`src/rtl/alu_exec_stage.sv`:
```
// alu_exec_stage: two-register EX/WB pipeline around an external combinational ALU.
// Define ALU_EXEC_SKID_EN to add a one-entry skid buffer and a registered disp_ready.
module alu_exec_stage #(
    parameter int WORD_W = 32,
    parameter int TAG_W  = 6
) (
    input  logic              CLK,
    input  logic              nRST,
    input  logic              flush,
    input  logic              disp_valid,
    output logic              disp_ready,
    input  logic [3:0]        disp_aluop,
    input  logic [WORD_W-1:0] disp_a,
    input  logic [WORD_W-1:0] disp_b,
    input  logic [TAG_W-1:0]  disp_tag,
    output logic [3:0]        alu_aluop,
    output logic [WORD_W-1:0] alu_port_a,
    output logic [WORD_W-1:0] alu_port_b,
    input  logic [WORD_W-1:0] alu_port_output,
    input  logic              alu_negative,
    input  logic              alu_overflow,
    input  logic              alu_zero,
    output logic              wb_valid,
    input  logic              wb_ready,
    output logic [WORD_W-1:0] wb_result,
    output logic [TAG_W-1:0]  wb_tag,
    output logic              wb_negative,
    output logic              wb_overflow,
    output logic              wb_zero
);
    logic              ex_valid;
    logic [3:0]        ex_aluop;
    logic [WORD_W-1:0] ex_a;
    logic [WORD_W-1:0] ex_b;
    logic [TAG_W-1:0]  ex_tag;
    logic              wb_free;
    logic              adv;
    logic              ex_open;
    logic              accept;

    assign wb_free    = !wb_valid || wb_ready;
    assign adv        = ex_valid && wb_free;
    assign ex_open    = !ex_valid || wb_free;
    assign accept     = disp_valid && disp_ready;
    assign alu_aluop  = ex_valid ? ex_aluop : '0;
    assign alu_port_a = ex_valid ? ex_a : '0;
    assign alu_port_b = ex_valid ? ex_b : '0;

`ifdef ALU_EXEC_SKID_EN
    logic              skid_valid;
    logic [3:0]        skid_aluop;
    logic [WORD_W-1:0] skid_a;
    logic [WORD_W-1:0] skid_b;
    logic [TAG_W-1:0]  skid_tag;

    assign disp_ready = nRST && !skid_valid && !flush;

    // the skid always drains into EX before any new dispatch, keeping program order
    always_ff @(posedge CLK or negedge nRST) begin
        if (!nRST) begin
            ex_valid   <= 1'b0;
            ex_aluop   <= '0;
            ex_a       <= '0;
            ex_b       <= '0;
            ex_tag     <= '0;
            skid_valid <= 1'b0;
            skid_aluop <= '0;
            skid_a     <= '0;
            skid_b     <= '0;
            skid_tag   <= '0;
        end else if (flush) begin
            ex_valid   <= 1'b0;
            skid_valid <= 1'b0;
        end else if (skid_valid) begin
            if (ex_open) begin
                ex_valid   <= 1'b1;
                ex_aluop   <= skid_aluop;
                ex_a       <= skid_a;
                ex_b       <= skid_b;
                ex_tag     <= skid_tag;
                skid_valid <= 1'b0;
            end
        end else if (accept && ex_open) begin
            ex_valid <= 1'b1;
            ex_aluop <= disp_aluop;
            ex_a     <= disp_a;
            ex_b     <= disp_b;
            ex_tag   <= disp_tag;
        end else if (accept) begin
            skid_valid <= 1'b1;
            skid_aluop <= disp_aluop;
            skid_a     <= disp_a;
            skid_b     <= disp_b;
            skid_tag   <= disp_tag;
        end else if (adv) begin
            ex_valid <= 1'b0;
        end
    end
`else
    assign disp_ready = nRST && ex_open && !flush;

    always_ff @(posedge CLK or negedge nRST) begin
        if (!nRST) begin
            ex_valid <= 1'b0;
            ex_aluop <= '0;
            ex_a     <= '0;
            ex_b     <= '0;
            ex_tag   <= '0;
        end else if (flush) begin
            ex_valid <= 1'b0;
        end else if (accept) begin
            ex_valid <= 1'b1;
            ex_aluop <= disp_aluop;
            ex_a     <= disp_a;
            ex_b     <= disp_b;
            ex_tag   <= disp_tag;
        end else if (adv) begin
            ex_valid <= 1'b0;
        end
    end
`endif

    always_ff @(posedge CLK or negedge nRST) begin
        if (!nRST) begin
            wb_valid    <= 1'b0;
            wb_result   <= '0;
            wb_tag      <= '0;
            wb_negative <= 1'b0;
            wb_overflow <= 1'b0;
            wb_zero     <= 1'b0;
        end else if (flush) begin
            wb_valid <= 1'b0;
        end else if (adv) begin
            wb_valid    <= 1'b1;
            wb_result   <= alu_port_output;
            wb_tag      <= ex_tag;
            wb_negative <= alu_negative;
            wb_overflow <= alu_overflow;
            wb_zero     <= alu_zero;
        end else if (wb_ready) begin
            wb_valid <= 1'b0;
        end
    end
endmodule

```
`config.mk`:
```
export PLATFORM = sky130hd
export DESIGN_NAME = alu_exec_stage
export DESIGN_NICKNAME = d
export VERILOG_FILES = /design/src/rtl/alu_exec_stage.sv
export SDC_FILE = /design/constraint.sdc
export NUM_CORES = 1
export LEC_CHECK = 0
export BUFFER_PORTS_ARGS = -buffer_cell sky130_fd_sc_hd__buf_2
export CELL_PAD_IN_SITES_DETAIL_PLACEMENT = 1
export CELL_PAD_IN_SITES_GLOBAL_PLACEMENT = 2
export CORE_MARGIN = 2
export CORE_UTILIZATION = 30
export DETAILED_ROUTE_END_ITERATION = 10
export PLACE_DENSITY = 0.8
export SYNTH_ARGS = -nofsm -noshare
export SYNTH_HDL_FRONTEND = slang
export SYNTH_SLANG_ARGS = --single-unit
```
`constraint.sdc`:
```
create_clock -name CLK -period 1.9 [get_ports CLK]
set_input_delay 0.285 -clock CLK [delete_from_list [all_inputs] [get_ports CLK]]
set_output_delay 0.285 -clock CLK [all_outputs]
set_load 0.02 [all_outputs]
```
==> impl_metrics.csv <==
group,metric,value,unit
outcome,run_status,"finished, violations left",
outcome,violations,"hold timing",
synthesis,synth_most_common_cell,"dfrtp_1",
die,die_x,133,microns
setup_path,path_buf_inv,2,
place,dp.cells,759,
synthesis,synthAdderAreaFrac,0,%
sta,skew,0.00670,ns
synthesis,synth-seq-cells,117,
sta,rsz0062_at_grt,"no",
finish,fillers,1800,
clock_tree,cts_sinks,117,
flow_run,drv_cap,0,
grt,grt_overflow,0,
sta,min_period,1.78,ns
sta,drv_slew,0,
finish,layout.nets,672,
finish,synthToLayoutAreaGrowth,39.0,%
finish,fin_cells,792,
routing,drc,0,
place,gp_congestion,0.769,
pwr,pwr-share-seq,41.2,%
sta,whs,-0.0184,ns
routing,routed_wl,12800,microns
pwr,peakVddDrop,0.000676,V
clock_tree,clkTransAtPathRegs,0.05,ns
synthesis,muxShareOfSynthArea,29.4,%
die,rows,47,
place,dp_hpwl,9070,microns
synthesis,synth_flop_cell,"dfrtp_1",
grt,grt_pass1_vias,3904,
synthesis,syn_inst,327,
synthesis,async_flop_share,100,%
synthesis,synth-edff-count,0,
die,die_h,133,microns
clock_tree,htreeDepth,4,
grt,grt_max_degree,119,
finish,drive_gt1_share,65.8,%
sta,tns,0,ns
sta,finalSetupViolCount,0,
synthesis,synth_top_cells_by_area,"dfrtp_1 (58%), mux2_2 (15%), mux2_4 (15%)",
pwr,p_per_area,1140,nW/um^2
synthesis,ys_types,14,
pwr,p_int,5.80,mW
routing,post_drt_wl_per_cell,16.1,microns
die,start_util,30.5,%
finish,utilization,42.4,%
grt,grt_pass1_wl,20700,microns
pwr,combPwrFrac,20.4,%
die,die_area,17800,sq um
setup_path,critical-path-top-delay-family,"buffers and inverters",
synthesis,seq_area_frac_synth,58.3,%
die,io_pins,225,
sta,post-route-period-util,93.8,%
synthesis,syn_avg_cell_area,15.4,sq um
routing,dr.first_iter.drc_count,84,
clock_tree,clock_latency,0.41,ns
sta,max_slew.worst_pin.slew,0.622,ns
clock_tree,cts_tree,"built",
routing,first_pass_iters,3,
synthesis,synth-compound-area-share,0.149,%
setup_path,worstPathMaxFanout,69,
synthesis,synth_top_cell_by_area,"dfrtp_1",
place,place.port_buffers,224,
clock_tree,cts_made_buffers,17,
setup_path,cp_slowest_stage_delay,0.43,ns
setup_path,crit_required,1.62,ns
min_path,min_path_type,"in2async",
synthesis,ys_top_cells_by_count,"dfrtp_1 (117), and2_1 (68), mux2_2 (66)",
finish,seq_area,2930,sq um
sta,max_freq,0.561,GHz
setup_path,cp_slowest_cell,"dfrtp_1",
synthesis,yosysWarnings,0,
synthesis,synth_fp_nets,441,
setup_path,arrival,1.50,ns
synthesis,netlist_area,5020,sq um
finish,multiInputGateArea,1980,sq um
sta,finalHoldViolCount,16,
synthesis,yosys.area_share.xor_xnor,0,%
routing,vias,3442,
clock_tree,clockBufferDepth,2,
grt,grt_antenna_before_repair,1,
setup_path,cp_cell_sequence,"buf_12 > and2_1 > buf_2",
synthesis,synth_top_area_share,58.3,%
routing,vias_per_cell,4.35,
pwr,netSwitchingFraction,27.1,%
pwr,p_clk_share,38.4,%
routing,ant_nets,0,
pwr,p_leak,3.54,nW
synthesis,synth_top_family_by_area,"multiplexers",
clock_tree,cts_root_buffer,"clkbuf_16",
setup_path,start_kind,"flop",
grt,track_usage,15.0,%
synthesis,yosys.area_share.simple,9.66,%
setup_path,critPathKind,"reg2out",
pwr,switching_power,2.15,mW
sta,slew_headroom,58.6,%
setup_path,critPathCaptureType,"primary output",
die,core_region_area,16500,sq um
==> repair_timing <==
item                                    CTS  global route
hold buffers                              0             0
resized for setup                         2             1
setup buffers                             0             0
hold endpoints to repair                  0             0
endpoints found under the setup margin   68            30
==> kinds of logic (layout without fill, tap and decap cells) <==
| group | count (synthesis) | after routing |
|---|---|---|
| AND/OR/NAND/NOR | 75 | 75 |
| other | 0 | 1 |
| flip-flops | 117 | 117 |
| buffers and inverters | 19 | 263 |
| multiplexers | 115 | 115 |
| AO/OA/AOI/OAI | 1 | 1 |
==> area by class of cell <==
class,instances,share of cell area (%)
Antenna cell,1,0.0358
Clock buffer,23,6.56
Clock inverter,9,1.49
Multi-Input combinational cell,191,28.3
Sequential cell,117,41.9
Tap cell,220,3.94
Timing Repair Buffer,231,17.7
==> metal layers <==
layer,GRT usage (%),part of all wire [%],up-vias
li1,-,-,1572
met1,17.5,41,1736
met2,25.2,51,121
met3,5.48,6.6,13
met4,6.09,1.4,0
met5,0,0,-
==> worst paths after layout <==
kind                       slack, ns           startpoint              to  cells after the start
max                             0.12             ex_valid  alu_port_a[28]                      3
min                            -0.02                 nRST     ex_aluop[1]                      2
max reg2reg                     0.19             ex_valid        ex_a[28]                      4
min reg2reg                     0.50         wb_result[3]    wb_result[3]                      1
max in group asynchronous       1.46                 nRST       wb_tag[2]                      2
min in group CLK                0.10  alu_port_output[15]   wb_result[15]                      2
==> sequential cells by signal (all words and copies together), names as in the netlist <==
register and cells:
ex_a 32, ex_aluop 4, ex_b 32, ex_tag 6, ex_valid 1, wb_negative 1, wb_overflow 1, wb_result 32
wb_tag 6, wb_valid 1, wb_zero 1
==> cells in the final DEF, fill, tap and decap left out <==
master / n
nor2b_1: 1
clkinv_4: 1
buf_2: 223
clkbuf_8: 1
diode_2: 1
clkinvlp_4: 2
and2_1: 68
buf_12: 5
bufinv_16: 2
clkbuf_1: 5
nor3b_4: 1
and3b_1: 1
nor2_1: 2
mux2_4: 49
o21bai_1: 1
nand3b_2: 1
and4b_4: 1
buf_4: 3
mux2_2: 66
dfrtp_1: 117
clkbuf_16: 17
clkinv_2: 4
==> through the flow <==
stage               area (sq um)  setup slack, ns  total power [mW]
global route                6980          0.00861              8.37
CTS                         6980           0.0240              8.09
finish                      6980            0.117              7.95
global placement            6410            0.252              4.88
floorplan                   5020            0.321              4.30
detailed placement          6410            0.219              4.97
==> power groups by stage <==
stage                     registers (mW)  clock network [mW]  logic, mW
after floorplan                     3.53                   0      0.771
after CTS                           3.28                3.16       1.66
after detailed placement            3.32                   0       1.65
after global routing                3.35                3.27       1.74
final                               3.27                3.05       1.62
after global placement              3.28                   0       1.60
Note: power is estimated with default switching activity, not from simulation.
